==> src/rtl/cpu_ctrl_pkg.sv <==
// Shared control definitions for the multi-cycle CPU sequencer.
// Holds the phase encoding (also consumed by debug/trace logic), the
// registered decode-flag bundle and a small helper that identifies the
// phases that own the memory bus.
package cpu_ctrl_pkg;

    // Phase encoding. Values are architectural: trace tools decode them.
    localparam logic [2:0] ST_FETCH  = 3'd0;
    localparam logic [2:0] ST_DECODE = 3'd1;
    localparam logic [2:0] ST_EXEC   = 3'd2;
    localparam logic [2:0] ST_MEM    = 3'd3;
    localparam logic [2:0] ST_WB     = 3'd4;
    localparam logic [2:0] ST_HALT   = 3'd7;

    // Decode-unit outputs captured in DECODE and held until write-back.
    typedef struct packed {
        logic regWrite;
        logic memWrite;
        logic memRead;
        logic pcLoad;
        logic condTrue;
        logic spInc;
        logic spDec;
        logic spWrite;
        logic halt;
    } decFlags_t;

    // FETCH and MEM are the only phases that drive a memory request.
    function automatic logic isBusPhase(input logic [2:0] st);
        return (st == ST_FETCH) || (st == ST_MEM);
    endfunction

endpackage

==> src/rtl/seq_wait_timer.sv <==
// Wait-state timer for the CPU sequencer.
// Counts consecutive cycles a memory request goes unanswered and flags a
// timeout on the cycle the count would reach WAIT_LIMIT.
// Ports:
//   clock      system clock, rising edge
//   reset      asynchronous active-high reset
//   countEn_i  a request is pending and memory is not ready this cycle
//   clear_i    restart the count (memory answered or phase changed)
//   timeout_o  this is the WAIT_LIMIT-th unanswered cycle
module seq_wait_timer #(
    parameter int WAIT_LIMIT = 15
) (
    input  logic clock,
    input  logic reset,
    input  logic countEn_i,
    input  logic clear_i,
    output logic timeout_o
);

    localparam logic [7:0] LAST_COUNT = 8'(WAIT_LIMIT - 1);

    logic [7:0] count_q;
    logic [7:0] count_d;

    // Clearing wins over counting so a phase change always starts the
    // next wait window from zero.
    always_comb begin
        count_d = count_q;
        if (clear_i) begin
            count_d = '0;
        end else if (countEn_i) begin
            count_d = count_q + 8'd1;
        end
    end

    // Counter register.
    always_ff @(posedge clock or posedge reset) begin
        if (reset) begin
            count_q <= '0;
        end else begin
            count_q <= count_d;
        end
    end

    // Fires during the last permitted wait cycle; a ready in that same
    // cycle drops countEn_i and therefore suppresses the timeout.
    assign timeout_o = countEn_i && (count_q == LAST_COUNT);

endmodule

==> src/rtl/cpu_sequencer.sv <==
// Multi-cycle control FSM for the 16-bit CPU.
// Steps each instruction through FETCH, DECODE, EXEC, MEM and WB, gating
// the static decode outputs so each write happens only in its own phase.
// Handles the memory-ready handshake with a wait-state timeout and a
// sticky halt.
// Ports:
//   clock, reset                  clock and asynchronous active-high reset
//   dec_*                         static decode-unit control outputs
//   cond_true                     branch condition (1 for unconditional)
//   mem_ready                     memory completes the current access
//   resume                        pulse to leave HALT
//   mem_req, mem_we, addr_sel     memory bus control
//   ir_load, pc_inc, pc_load_en   fetch and PC control
//   reg_we, sp_inc_en, sp_dec_en, sp_we   gated write enables
//   phase, halted, bus_error      status
//   instr_count                   retired-instruction counter
module cpu_sequencer
    import cpu_ctrl_pkg::*;
#(
    parameter int WAIT_LIMIT = 15,
    parameter int CNT_W      = 16
) (
    input  logic             clock,
    input  logic             reset,
    input  logic             dec_reg_write,
    input  logic             dec_mem_write,
    input  logic             dec_mem_read,
    input  logic             dec_pc_load,
    input  logic             cond_true,
    input  logic             dec_sp_inc,
    input  logic             dec_sp_dec,
    input  logic             dec_sp_write,
    input  logic             dec_halt,
    input  logic             mem_ready,
    input  logic             resume,
    output logic             mem_req,
    output logic             mem_we,
    output logic             addr_sel,
    output logic             ir_load,
    output logic             pc_inc,
    output logic             pc_load_en,
    output logic             reg_we,
    output logic             sp_inc_en,
    output logic             sp_dec_en,
    output logic             sp_we,
    output logic [2:0]       phase,
    output logic             halted,
    output logic             bus_error,
    output logic [CNT_W-1:0] instr_count
);

    logic [2:0]       state_q;
    logic [2:0]       state_d;
    decFlags_t        decFlags_q;
    decFlags_t        decFlags_d;
    logic             busError_q;
    logic             busError_d;
    logic [CNT_W-1:0] instrCount_q;
    logic [CNT_W-1:0] instrCount_d;
    logic             waitEn;
    logic             waitClear;
    logic             timeout;

    // The timer only runs while a bus phase is stalled and restarts whenever
    // memory answers or the FSM moves on.
    assign waitEn    = isBusPhase(state_q) && !mem_ready;
    assign waitClear = mem_ready || (state_d != state_q);

    seq_wait_timer #(
        .WAIT_LIMIT(WAIT_LIMIT)
    ) u_waitTimer (
        .clock    (clock),
        .reset    (reset),
        .countEn_i(waitEn),
        .clear_i  (waitClear),
        .timeout_o(timeout)
    );

    // Next-state logic. Decode flags are captured once in DECODE so the
    // decode unit may change freely while the instruction completes.
    always_comb begin
        state_d      = state_q;
        decFlags_d   = decFlags_q;
        busError_d   = busError_q;
        instrCount_d = instrCount_q;
        case (state_q)
            ST_FETCH: begin
                if (mem_ready) begin
                    state_d = ST_DECODE;
                end else if (timeout) begin
                    state_d    = ST_HALT;
                    busError_d = 1'b1;
                end
            end
            ST_DECODE: begin
                decFlags_d.regWrite = dec_reg_write;
                decFlags_d.memWrite = dec_mem_write;
                decFlags_d.memRead  = dec_mem_read;
                decFlags_d.pcLoad   = dec_pc_load;
                decFlags_d.condTrue = cond_true;
                decFlags_d.spInc    = dec_sp_inc;
                decFlags_d.spDec    = dec_sp_dec;
                decFlags_d.spWrite  = dec_sp_write;
                decFlags_d.halt     = dec_halt;
                state_d             = ST_EXEC;
            end
            ST_EXEC: begin
                if (decFlags_q.halt) begin
                    state_d = ST_HALT;
                end else if (decFlags_q.memRead || decFlags_q.memWrite) begin
                    state_d = ST_MEM;
                end else begin
                    state_d = ST_WB;
                end
            end
            ST_MEM: begin
                if (mem_ready) begin
                    state_d = ST_WB;
                end else if (timeout) begin
                    state_d    = ST_HALT;
                    busError_d = 1'b1;
                end
            end
            ST_WB: begin
                instrCount_d = instrCount_q + CNT_W'(1);
                state_d      = ST_FETCH;
            end
            ST_HALT: begin
                if (resume && !busError_q) begin
                    state_d = ST_FETCH;
                end
            end
            default: begin
                state_d = ST_FETCH;
            end
        endcase
    end

    // State registers.
    always_ff @(posedge clock or posedge reset) begin
        if (reset) begin
            state_q      <= ST_FETCH;
            decFlags_q   <= '0;
            busError_q   <= 1'b0;
            instrCount_q <= '0;
        end else begin
            state_q      <= state_d;
            decFlags_q   <= decFlags_d;
            busError_q   <= busError_d;
            instrCount_q <= instrCount_d;
        end
    end

    // Strobe gating. Strobes are masked by reset so a reset during an
    // access drops the bus request without waiting for a clock edge.
    always_comb begin
        mem_req    = 1'b0;
        mem_we     = 1'b0;
        addr_sel   = 1'b0;
        ir_load    = 1'b0;
        pc_inc     = 1'b0;
        pc_load_en = 1'b0;
        reg_we     = 1'b0;
        sp_inc_en  = 1'b0;
        sp_dec_en  = 1'b0;
        sp_we      = 1'b0;
        if (!reset) begin
            case (state_q)
                ST_FETCH: begin
                    mem_req = 1'b1;
                    ir_load = mem_ready;
                    pc_inc  = mem_ready;
                end
                ST_EXEC: begin
                    pc_load_en = !decFlags_q.halt && decFlags_q.pcLoad && decFlags_q.condTrue;
                end
                ST_MEM: begin
                    mem_req  = 1'b1;
                    addr_sel = 1'b1;
                    mem_we   = decFlags_q.memWrite;
                end
                ST_WB: begin
                    reg_we    = decFlags_q.regWrite;
                    sp_inc_en = decFlags_q.spInc;
                    sp_dec_en = decFlags_q.spDec;
                    sp_we     = decFlags_q.spWrite;
                end
                default: begin
                end
            endcase
        end
    end

    assign phase       = state_q;
    assign halted      = (state_q == ST_HALT);
    assign bus_error   = busError_q;
    assign instr_count = instrCount_q;

endmodule

==> config.mk <==
export PLATFORM = sky130hd
export DESIGN_NAME = cpu_sequencer
export DESIGN_NICKNAME = d
export VERILOG_FILES = /design/src/rtl/cpu_ctrl_pkg.sv /design/src/rtl/seq_wait_timer.sv /design/src/rtl/cpu_sequencer.sv
export SDC_FILE = /design/constraint.sdc
export NUM_CORES = 1
export LEC_CHECK = 0
export CORE_ASPECT_RATIO = 0.9
export CORE_MARGIN = 1
export CORE_UTILIZATION = 44
export DETAILED_ROUTE_END_ITERATION = 10
export PLACE_DENSITY_LB_ADDON = 0.05
export SYNTH_ARGS = -nofsm -noshare
export SYNTH_HDL_FRONTEND = slang
export SYNTH_SLANG_ARGS = --single-unit
==> constraint.sdc <==
create_clock -name clock -period 1.5 [get_ports clock]
set_input_delay 0.3 -clock clock [delete_from_list [all_inputs] [get_ports clock]]
set_output_delay 0.3 -clock clock [all_outputs]
set_load 0.01 [all_outputs]
==> impl_results.md <==
- Inserted Clock Buffers: 5
- Gpl congestion: approximately 0.85
- Initial DRC Count: 80
- Worst path slowest cell: dfrtp_2
- Busiest grt layer: met2
- Core Util, Final: 0.8246
- TritonCTS clock tree: done
- Cell Area, Synth: about 1900 sq um
- Ant. Diodes: 0
- Vias in the first global route: approximately 1700
- Drt via density: roughly 5.5
- Netlist cell types: 34
- First-pass GRT wire length: a little over 8000 um
- MaxCap Viol Count: 0
- Worst setup SP type: flip-flop
- # placed instances: 292
- Fraction of layout cells with a size suffix above 1: 0.5240
- PwrDens: between 1500 and 2000 nW/um^2
- Clock sinks: 37
- Failing checks: DRC, setup timing
- Port buffer count: 43
- CTS Buffer Depth: 2
- Core area: 4074 sq um
- Place WS: -0.5310 ns
- Worst Skew: approximately 0.0048 ns
- CP Data Arrival Time: between 1.5 and 2 ns
- Fin. Hold Viols: 0
- Sequential share of the synthesized area: 0.4950
- Lkg Pwr: around 1.6 nW
- Syn Nets: about 190
- Die Wd: about 70 um
- Post-synth EDFFs: 0
- Worst min-delay path class: reg -> reg
- Standard-cell row count: 22
- Outcome: finished with violations
- Top-area cell type share of the netlist area: 0.4950
- Setup CP Type: reg -> out
- Die area: approximately 4500 sq um
- Clock Pin Slew Worst Setup and Hold Paths: roughly 0.07 ns
- PnR worst setup slack: -0.3591 ns
- Detailed-route wire length per cell: 18.21 um
- DRT Pass-1 Iters: 7
- Post-synth ARST share: 1.000
- Fin crit share: 1.239
- Worst Path Required: about 1.2 ns
- Period minus WS final: 1.859 ns
- Fmax: ~0.54 GHz
- Antenna Violating Nets Remaining: 0
- GR Util met3: 0.04890
- Met2 Use GR: 0.4002
- Final #Nets: between 200 and 300
- Initial Utilization: 0.4592
- Clock root buffer: clkbuf_8
- Largest net degree at the start of global routing: 28
- GRT Overall Usage: 0.2281
- Clk Latency, worst-skew pair: ~0.28 ns
- Primary FF master, synth: dfrtp_1
- CTS H-tree depth: 2
- Met1 Use GR: 0.2825
- DRC Markers: 4
- Synth warn: 0
- Crit-path max cell delay: roughly 0.44 ns
- I/O Pins: 44
- Die Y: 63.86 um
- Initial antenna violation count: 0
- DP HPWL: approximately 3000 um
- Worst-margin pin slew: 0.4578 ns
- Pins Over Slew Limit: 0
- Crit path cell chain: buf_8, nand2b_4, nor4_4, buf_2
- CP Max Fanout: 7
- Hold Buf Count CTS: 0
- Ranking of synthesized cells by area: dfrtp_1 (49%), xnor2_1 (7.5%), mux2_2 (6.0%)
- RSZ-0062 raised after global routing: yes
- Mapped Avg Cell Area: ~11 sq um
- Vias: approximately 1800
- Fin cells: roughly 320
- Count leader, synth: dfrtp_1
- Total wire length: about 5800 um
- Synthesis-to-layout area growth: 79.60%
- Mapped Cells: between 150 and 200
- Max_slew headroom: 0.6937
- Leading area contributor after synthesis: dfrtp_1
- Maximum vdd drop: between 1 and 1.5 mV
- Gr ovfl total: 0
- Synth Register Bits: 37
- Final setup viols: 35
- Top cells by count, synth: dfrtp_1 (37), xnor2_1 (16), nor3_1 (12), nand3_1 (11)
- Worst setup EP type: primary output
-- worst max-delay path, delay by kind of cell, from the launching register on --
| family | cells | cell delay, ns |
|---|---|---|
| flip-flops | 1 | 0.44 |
| buffers and inverters | 2 | 0.36 |
| AND/OR/NAND/NOR | 2 | 0.47 |
-- per-stage QoR --
stage          hold slack (ns)  power [W]  setup TNS (ns)  area (sq um)
5_1_grt                 0.4996   0.005438          -7.966          3359
3_3_place_gp            0.4587   0.003195          -10.34          2628
6_report                0.4779   0.005205          -5.844          3359
2_1_floorplan           0.4517   0.002394         -0.4226          1922
3_5_place_dp            0.4696   0.003264          -11.05          2628
4_1_cts                 0.4793   0.004333          -4.075          2963
-- what timing repair did --
action | CTS | global route
gates cloned | 0 | 1
setup endpoints to repair | 50 | 47
resized for setup | 108 | 75
pin swaps | 16 | 25
setup buffers | 8 | 13
-- placed cells by master, fill, tap and decap left out, types with 6 or more instances in the layout --
cell type	instances
nor3_2	9
xnor2_1	12
dfrtp_1	33
mux2_4	9
nor2_1	6
nand2_1	8
clkdlybuf4s50_1	11
buf_4	29
clkbuf_8	6
xor2_1	6
buf_6	24
dlygate4sd2_1	14
buf_2	6
-- registers in the layout, summed over array words and instances (netlist names) --
name	cells
phase	3
instr_count	16
decFlags_q	9
u_waitTimer.count_q	8
bus_error	1
-- cell families (layout without fill, tap and decap cells) --
| family | after synthesis | after routing | synth area share |
|---|---|---|---|
| DFF | 37 | 37 | 0.4950 |
| and+or+nand+nor | 80 | 80 | 0.2488 |
| AOI/OAI and AO/OA | 11 | 11 | 0.03812 |
| adders and majority gates | 3 | 3 | 0.02007 |
| buffers and inverters | 11 | 106 | 0.02542 |
| muxes | 10 | 10 | 0.06020 |
| xor gates and xnor gates | 24 | 24 | 0.1124 |
-- worst paths after layout --
check	startpoint	end	slack, ns	cells after the start
hold reg to reg	instr_count[15]$_DFFE_PP0N_	instr_count[15]$_DFFE_PP0N_	0.48	1
max in group asynchronous	reset	phase[0]$_DFF_PP0_	0.79	4
min in group asynchronous	reset	phase[2]$_DFF_PP0_	0.54	4
hold / removal	instr_count[15]$_DFFE_PP0N_	instr_count[15]$_DFFE_PP0N_	0.48	1
setup reg to reg	phase[0]$_DFF_PP0_	u_waitTimer.count_q[1]$_DFFE_PP0P_	-0.31	7
setup / recovery	phase[2]$_DFF_PP0_	pc_inc	-0.36	4
-- metal layers --
metal / wire, um / part of all wire
met2: 3030 / 0.52
met5: 0 / 0
met3: 204 / 0.035
met4: 202 / 0.035
met1: 2371 / 0.41
-- power by group --
part	internal (W)	switching (W)	leakage [nW]
sequential	0.00124	0.000157	0.481
clock	0.000364	0.000321	0.0443
combinational	0.00167	0.00145	1.08
total	0.00327	0.00193	1.61
-- cell type report --
| class | count | area (sq um) |
|---|---|---|
| Fill cell | 224 | 714.4 |
| Clock buffer | 7 | 86.33 |
| Inverter | 3 | 11.26 |
| Tap cell | 48 | 60.06 |
| Multi-Input combinational cell | 128 | 1365 |
| Sequential cell | 37 | 930.9 |
| Timing Repair Buffer | 96 | 905.9 |
No activity file was read; power rests on OpenSTA's default activity.
